$ cat config.mk
export PLATFORM = sky130hd
export DESIGN_NAME = adder_rr_arbiter
export DESIGN_NICKNAME = d
export VERILOG_FILES = /design/src/rtl/adder_rr_arbiter.sv
export SDC_FILE = /design/constraint.sdc
export NUM_CORES = 1
export LEC_CHECK = 0
export CAP_MARGIN = 20
export CORE_ASPECT_RATIO = 0.6
export CORE_UTILIZATION = 35
export CTS_CLUSTER_SIZE = 25
export DETAILED_ROUTE_END_ITERATION = 16
export GPL_TIMING_DRIVEN = 0
export PLACE_DENSITY_LB_ADDON = 0.25
export SLEW_MARGIN = 10
export SYNTH_ARGS = -nofsm -noshare
export SYNTH_HDL_FRONTEND = slang
export SYNTH_HIERARCHICAL = 1
export SYNTH_SLANG_ARGS = --single-unit
$ cat constraint.sdc
create_clock -name I_CLK -period 11.4 [get_ports I_CLK]
set_input_delay 2.28 -clock I_CLK [delete_from_list [all_inputs] [get_ports I_CLK]]
set_output_delay 2.28 -clock I_CLK [all_outputs]
set_load 0.01 [all_outputs]
$ cat src/rtl/adder_rr_arbiter.sv
// Round-robin arbiter sharing one combinational adder between N requesters,
// with a single-entry registered result stage tagged by the winner's index.

module adder #(
    parameter int W = 16
) (
    input  logic [W-1:0] I_IN1,
    input  logic [W-1:0] I_IN2,
    output logic [W:0]   O_OUT
);
    assign O_OUT = {1'b0, I_IN1} + {1'b0, I_IN2};
endmodule

module adder_rr_arbiter #(
    parameter int W   = 16,
    parameter int N   = 4,
    parameter int IDW = (N > 1) ? $clog2(N) : 1
) (
    input  logic             I_CLK,
    input  logic             I_RST_N,
    input  logic [N-1:0]     I_REQ_VLD,
    input  logic [N*W-1:0]   I_REQ_IN1,
    input  logic [N*W-1:0]   I_REQ_IN2,
    output logic [N-1:0]     O_REQ_RDY,
    output logic             O_RES_VLD,
    output logic [W:0]       O_RES,
    output logic [IDW-1:0]   O_RES_ID,
    input  logic             I_RES_RDY
);

    logic [IDW-1:0] ptr_q, ptr_d;
    logic [IDW-1:0] res_id_q, res_id_d;
    logic [W:0]     res_q, res_d;
    logic           res_vld_q, res_vld_d;

    logic           free;
    logic           gnt_any;
    logic [N-1:0]   gnt;
    logic [IDW-1:0] gnt_id;
    logic [IDW:0]   scan;
    logic [IDW-1:0] idx;
    logic [W-1:0]   op1, op2;
    logic [W:0]     sum;

    // Scan from ptr upward with wrap; the first valid requester wins.
    // Reset gates the grant so nothing is offered while held in reset.
    always_comb begin
        free    = !res_vld_q || I_RES_RDY;
        gnt     = '0;
        gnt_id  = '0;
        gnt_any = 1'b0;
        scan    = '0;
        idx     = '0;
        for (int k = 0; k < N; k++) begin
            scan = {1'b0, ptr_q} + (IDW+1)'(k);
            if (scan >= (IDW+1)'(N)) begin
                scan = scan - (IDW+1)'(N);
            end
            idx = scan[IDW-1:0];
            if (!gnt_any && free && I_RST_N && I_REQ_VLD[idx]) begin
                gnt_any     = 1'b1;
                gnt[idx]    = 1'b1;
                gnt_id      = idx;
            end
        end
    end

    assign op1 = I_REQ_IN1[gnt_id*W +: W];
    assign op2 = I_REQ_IN2[gnt_id*W +: W];

    adder #(.W(W)) u_adder (
        .I_IN1 (op1),
        .I_IN2 (op2),
        .O_OUT (sum)
    );

    always_comb begin
        ptr_d     = ptr_q;
        res_d     = res_q;
        res_id_d  = res_id_q;
        res_vld_d = res_vld_q;
        if (gnt_any) begin
            ptr_d     = (gnt_id == IDW'(N-1)) ? '0 : gnt_id + 1'b1;
            res_d     = sum;
            res_id_d  = gnt_id;
            res_vld_d = 1'b1;
        end else if (I_RES_RDY) begin
            res_vld_d = 1'b0;
        end
    end

    always_ff @(posedge I_CLK or negedge I_RST_N) begin
        if (!I_RST_N) begin
            ptr_q     <= '0;
            res_q     <= '0;
            res_id_q  <= '0;
            res_vld_q <= 1'b0;
        end else begin
            ptr_q     <= ptr_d;
            res_q     <= res_d;
            res_id_q  <= res_id_d;
            res_vld_q <= res_vld_d;
        end
    end

    assign O_REQ_RDY = gnt;
    assign O_RES_VLD = res_vld_q;
    assign O_RES     = res_q;
    assign O_RES_ID  = res_id_q;

endmodule
### Word level (Yosys, flattened, before mapping)

Index checks and enable logic that the tools add are counted.

* register bits: 22
* input port bits: 135
* output and inout port bits: 24
* logic and storage cells: 87

* add/subtract/negate cells: 9
* $lt $le $gt $ge: 12
* equality and inequality tests: 1
* shift-type cells: 2
* mux-type cells: 35
* bitwise gates (word level): 3
* reduce and logical (&&, ||, !) cells: 21

Operator list (count)
* $shiftx A64 B7 Y16: 2
* $mux W2: 9
* $add A16 B16 Y17: 1
* $mux W4: 4
* $logic_and A1 B1 Y1: 15
* $mux W1: 14
* $lt A2 B3 Y1 const B: 4
* $or A4 B4 Y4: 3
* $ge A3 B3 Y1 const B: 3
* $bmux W1 S2: 4
* $demux W1 S2: 4
* $ge A2 B1 Y1 const B: 4
* $sub A2 B1 Y2 const B: 4
* $add A2 B2 Y3 const B: 2
* $logic_not A1 Y1: 4
* $add A2 B1 Y3 const B: 1
* $ge A2 B3 Y1 const B: 1
* $add A2 B1 Y2 const B: 1
* $eq A2 B2 Y1 const B: 1
* $reduce_bool A2 Y1: 1
* $logic_or A1 B1 Y1: 1

### Longest topological paths before layout

Gate-level depths: netlist of run 1.

* depth after elaboration: 23
* depth in mapped cells: 20
* depth with buffers taken out: 16

### Hierarchy

Netlist of run 1, hierarchy kept.

By module, submodules not included
* adder_rr_arbiter: instances 1, cells each 156, area an instance 2108.3 um^2, sequential area each 550.5 um^2
* adder: instances 1, cells each 102, area an instance 739.5 um^2, sequential area each 0.0 um^2

### Worst setup path after synthesis of run 1

No wires, ideal clock.

* path type: input-to-reg
* from: input port I_REQ_VLD[1]
* to: register res_q[16], in the netlist O_RES[16]
* library setup time: 0.125 ns
* arrival: 6.032 ns
* required time: 11.275 ns
* path slack: 5.244 ns
* cell stages on the path: 16
* path through: nor2b_1 or3_1 o32ai_2 a211o_1 and2_4 buf_12 buf_12 mux4_2 ha_1 fa_1 a21o_1 a311o_1 a21o_1 a21oi_2 o31ai_1 mux2_2

* longest elaborated chain between the ends: 21
* elaborated cells between the ends (all ways): 32

RTL lines
* start, declared: RTL line 21 `input logic [N-1:0] I_REQ_VLD,`
* $bmux W1 S2: RTL line 60 `if (!gnt_any && free && I_RST_N && I_REQ_VLD[idx]) begin`
* $mux W1 (implied by the code): RTL line 60
* $logic_and A1 B1 Y1: RTL line 60
* $mux W1: RTL line 60
* $logic_not A1 Y1: RTL line 60
* $logic_and A1 B1 Y1 (3 in a row): RTL line 60
* $mux W1: RTL line 60
* $logic_not A1 Y1: RTL line 60
* $logic_and A1 B1 Y1 (3 in a row): RTL line 60
* $mux W1: RTL line 60
* $logic_not A1 Y1: RTL line 60
* $logic_and A1 B1 Y1 (3 in a row): RTL line 60
* $mux W2 *: RTL line 60
* $shiftx A64 B7 Y16 *: RTL line 68 `assign op1 = I_REQ_IN1[gnt_id*W +: W];`
* named net op1[0]: RTL line 42 `logic [W-1:0] op1, op2;`
* $add A16 B16 Y17 *: RTL line 11 `assign O_OUT = {1'b0, I_IN1} + {1'b0, I_IN2};`
* named net sum[16]: RTL line 43 `logic [W:0] sum;`
* end signal, assigned: RTL line 100 `res_q <= res_d;`
* end, declared: RTL line 33 `logic [W:0] res_q, res_d;`

Mark *: on every way through the listed nets, which the timed path passes. The rest lies on a longest branch. The select of a mux whose other input is x is not followed.
A chain may end at the register's enable or synchronous reset.

### Final worst setup path of run 1

* from: input port I_REQ_VLD[3]
* to: output port O_REQ_RDY[2]

* longest elaborated chain between the ends: 19
* elaborated cells between the ends (all ways): 31

RTL lines
* $bmux W1 S2: RTL line 60
* $mux W1 (implied by the code): RTL line 60
* $logic_and A1 B1 Y1: RTL line 60
* $mux W1: RTL line 60
* $logic_not A1 Y1: RTL line 60
* $logic_and A1 B1 Y1 (3 in a row): RTL line 60
* $mux W1: RTL line 60
* $logic_not A1 Y1: RTL line 60
* $logic_and A1 B1 Y1 (3 in a row): RTL line 60
* $mux W1: RTL line 60
* $logic_not A1 Y1: RTL line 60
* $logic_and A1 B1 Y1 (3 in a row): RTL line 60
* $mux W4 *: RTL line 60
* end, declared: RTL line 24 `output logic [N-1:0] O_REQ_RDY,`

Every way passes the cells marked *; elsewhere a longest branch is shown, timed or not. The select of a mux whose other input is x is not followed.

==> results of run 1 <==
## area by class of cell
class	instances	share of cell area [%]
multi-input combinational	218	45.9
timing repair buffer	158	34.1
sequential	22	11.8
buffer	15	3.17
tap	108	2.90
clock buffer	4	1.91
inverter	3	0.242
## flip-flops by register name (all words and copies together) (netlist names)
signal,count
O_RES,17
O_RES_ID,2
ptr_q,2
O_RES_VLD,1
## stage by stage
stage / hold WS (ns) / total power, mW / util [%] / worst slack (ns) / area [sq um]
after floorplan: 0.515 / 1.04 / - / 5.24 / 2850
after global placement: 0.463 / 1.33 / 57.8 / 3.65 / 4550
after detailed placement: 0.473 / 1.36 / 58.0 / 4.01 / 4570
after CTS: 0.487 / 1.45 / 59.1 / 4.27 / 4660
after global routing: 0.514 / 1.57 / 59.1 / 3.92 / 4660
final: 0.485 / 1.44 / 59.1 / 4.29 / 4660
## worst max path at each step
stage / startpoint / to / slack (ns) / cells after the start
final: I_REQ_VLD[3] / O_REQ_RDY[2] / 4.29 / 8
after CTS: I_RST_N / O_RES[16] / 4.27 / 15
after detailed placement: I_RST_N / O_RES[16] / 4.01 / 15
after floorplan: I_REQ_VLD[1] / O_RES[16] / 5.24 / 16
after global placement: I_RST_N / O_RES[16] / 3.65 / 14
after global routing: I_RST_N / O_RES[16] / 3.92 / 15
## critical path, cell delays in order
cell	delay, ns
clkdlybuf4s50_1	0.54
and2_1	0.24
or3_1	0.33
o32ai_2	0.42
and2_1	0.27
a22oi_1	0.11
nand2_1	0.10
clkdlybuf4s50_1	0.55
## cells by family (layout without fill, tap and decap cells)
| group | Yosys count | after routing | share of synthesized area, % |
|---|---|---|---|
| compound gates | 67 | 67 | 15.8 |
| simple gates | 61 | 61 | 10.9 |
| fa+ha+maj | 21 | 21 | 9.49 |
| mux | 55 | 55 | 34.6 |
| flops | 22 | 22 | 19.3 |
| buf+inv | 18 | 180 | 5.58 |
| xor+xnor | 14 | 14 | 4.31 |
## synthesized netlist by cell type, drive strengths merged
master / n / area share [%]
mux4: 33 / 26
a21oi: 23 / 4.2
dfrtp: 22 / 19
nand2: 22 / 2.9
ha: 20 / 8.8
mux2: 18 / 7.1
buf: 10 / 4.5
nand3: 9 / 1.6
a22oi: 8 / 2.1
nor2: 8 / 1.1
xor2: 8 / 2.5
a21o: 6 / 1.6
xnor2: 6 / 1.8
clkbuf: 5 / 0.66
nor2b: 5 / 1.1
o21ai: 5 / 0.88
and2: 4 / 1.0
mux2i: 4 / 1.4
o211ai: 4 / 1.1
o22ai: 4 / 0.88
inv: 3 / 0.40
nand2b: 3 / 0.66
nand3b: 3 / 0.79
a211o: 2 / 0.66
a211oi: 2 / 0.53
a21boi: 2 / 0.53
a31oi: 2 / 0.44
nand4: 2 / 0.44
nor3b: 2 / 0.53
o31ai: 2 / 0.53
a311o: 1 / 0.35
a32o: 1 / 0.40
fa: 1 / 0.70
o21a: 1 / 0.26
o21bai: 1 / 0.26
o311ai: 1 / 0.31
o32ai: 1 / 0.57
o41ai: 1 / 0.31
or3: 1 / 0.22
or3b: 1 / 0.31
or4: 1 / 0.26
## power by group through the flow
stage	registers [mW]	clock network, mW	logic [mW]
CTS	0.148	0.0815	1.22
global route	0.153	0.0861	1.33
floorplan	0.160	0	0.878
finish	0.148	0.0804	1.22
detailed placement	0.149	0	1.21
global placement	0.147	0	1.18
## routing by layer
metal  wire (um)  vias to the layer above  part of all wire [%]
li1            -                     1350                     -
met1        4050                     1397                    46
met2        4000                      120                    45
met3         733                        4                   8.3
met4          40                        0                  0.45
met5           0                        -                     0
==> results by group, run 1 <==
Floorplan
  • Initial core utilization: a little over a third
  • Placeable Area: 7880 sq um
  • Chip height: roughly 72 um
  • Die Area: between 8000 and 9000 sq um
  • Row Count: 25
  • Die width: between 100 and 150 um
  • Boundary Pins: 159

Clock network
  • Clock insertion delay at the later pin of the skew report: ~0.25 ns
  • Clk slew on worst S/H paths: approximately 0.060 ns
  • Cts hold-fix bufs: 0
  • Root Driver: clkbuf_16
  • Post-CTS resize count: 0
  • Post-CTS Setup Bufs: 0
  • CTS Buffer Depth: 2
  • Clock sinks: 22
  • TritonCTS clock tree: done
  • Htree depth: 1
  • CTS buffer count: 3

GRT
  • Grt peak-use layer: met2
  • Met3 Use GR: 5.65%
  • GRT overflow: 0
  • M1 GR Usage: between 20% and 30%
  • Antenna violations before repair: 0
  • First-pass GRT wire length: around 14000 um
  • Via count of the first global-routing pass: 2768
  • Pin count of the biggest net entering global routing: 20
  • Gr usage total: just over 20%
  • GR Layer Usage met2: ~32%

Timing
  • Max-slew violation count: 0
  • Final Skew: 0.00249 ns
  • Tcrit/Tclk final: between 60% and 70%
  • Slew @ Worst Pin: between 0.8 and 0.9 ns
  • Setup_tns: 0 ns
  • Tmin final: between 7 and 8 ns
  • RSZ-0062 raised after global routing: no
  • Final hold viol count: 0
  • Peak Freq: 141 MHz
  • Final setup viols: 0
  • Worst slew margin: a little over two fifths

Logic synthesis
  • Number of synthesized register bits: 22
  • Sequential area share after synthesis: about a fifth
  • Mapped Area: between 2000 and 3000 sq um
  • Syn_area_per_cell: 11.0 sq um
  • Synth cell types: 48
  • Synthesis Warnings: 6
  • Syn Nets: 414
  • Syn Inst Count: 258

Drt
  • Drt total wl: between 8000 and 9000 um
  • Pre-Repair DR Iteration Count: 4
  • Wire per inst: 16.7 um
  • Via density: between 5 and 6
  • Final ANT Viol Nets: 0
  • Via count: between 2k and 3k
  • DRC: 0
  • Initial DRC Count: just under 90

Power and ir drop
  • Cell area power density: 310 nW/um^2
  • Pint: 0.805 mW
  • Gate power share: roughly 84%
  • Reg power frac: about a tenth
  • Clk pwr share: under 10%
  • Switching power of the nets: 0.640 mW
  • Pleak: roughly 1.8 nW
  • Sw Share: 44.3%
  • Peak VDD IR: between 0.1 and 0.15 mV

Setup path
  • Worst EP arrival: slightly below 5 ns
  • Reg-to-Reg End: O_RES[16]
  • CP Max Fanout: 9
  • RR Startpoint: ptr_q[0]
  • Worst Setup End Kind: primary output
  • Crit start category: input pin
  • Critical Setup Path Class: in -> out
  • R2r setup slk: 5.90 ns
  • R2R depth: 18
  • Worst endpoint required time: around 9.1 ns

Layout
  • FF+latch area: about 550 sq um
  • Layout cells sized above 1: between 10% and 20%
  • Area of the multi-input gates: about 2100 sq um
  • Fill count: 695
  • Most common library cell in the layout ignoring fill and taps: clkdlybuf4s50_1
  • Antenna diodes: 0
  • Area grow syn2layout: 63.6%
  • Non-filler cells, final: 528
  • Nets: a little under 600
  • Most frequent cells in the layout: clkdlybuf4s50_1, mux4_2, dfrtp_1, nand2_1, a21oi_1

Min path
  • Worst Hold Class: reg -> reg
  • Hold path endpoint: O_RES_ID[1]
  • Hold path depth: 2
  • Hold Startpoint: O_RES_ID[1]

Placement
  • Routability cong.: 0.906
  • Placed cell count: approximately 520
  • Port bufs: 157
  • Detailed Place HPWL: about 7400 um

Status
  • Outcome: finished clean

Job
  • Max-cap violations: 0
(Power assumes the default switching activity.)
==> run 2, diff against run 1 <==
==> constraint.sdc (replaced) <==
create_clock -name I_CLK -period 6.6 [get_ports I_CLK]
set_input_delay 1.32 -clock I_CLK [delete_from_list [all_inputs] [get_ports I_CLK]]
set_output_delay 1.32 -clock I_CLK [all_outputs]
set_load 0.01 [all_outputs]
==> results of run 2 <==
Same layout as run 1 (identical final DEF). Status: finished clean.
Among the figures that moved: setup slack after placement 4.01 ns -> 0.174 ns; setup slack after layout 4.29 ns -> 0.459 ns; start point of the critical path I_REQ_VLD[3] -> I_RST_N; end point of the critical path O_REQ_RDY[2] -> O_RES[16]; register-to-register setup slack 5.90 ns -> 1.10 ns; total power 1.44 mW -> 2.50 mW; worst IR drop on VDD 0.146 mV -> 0.252 mV
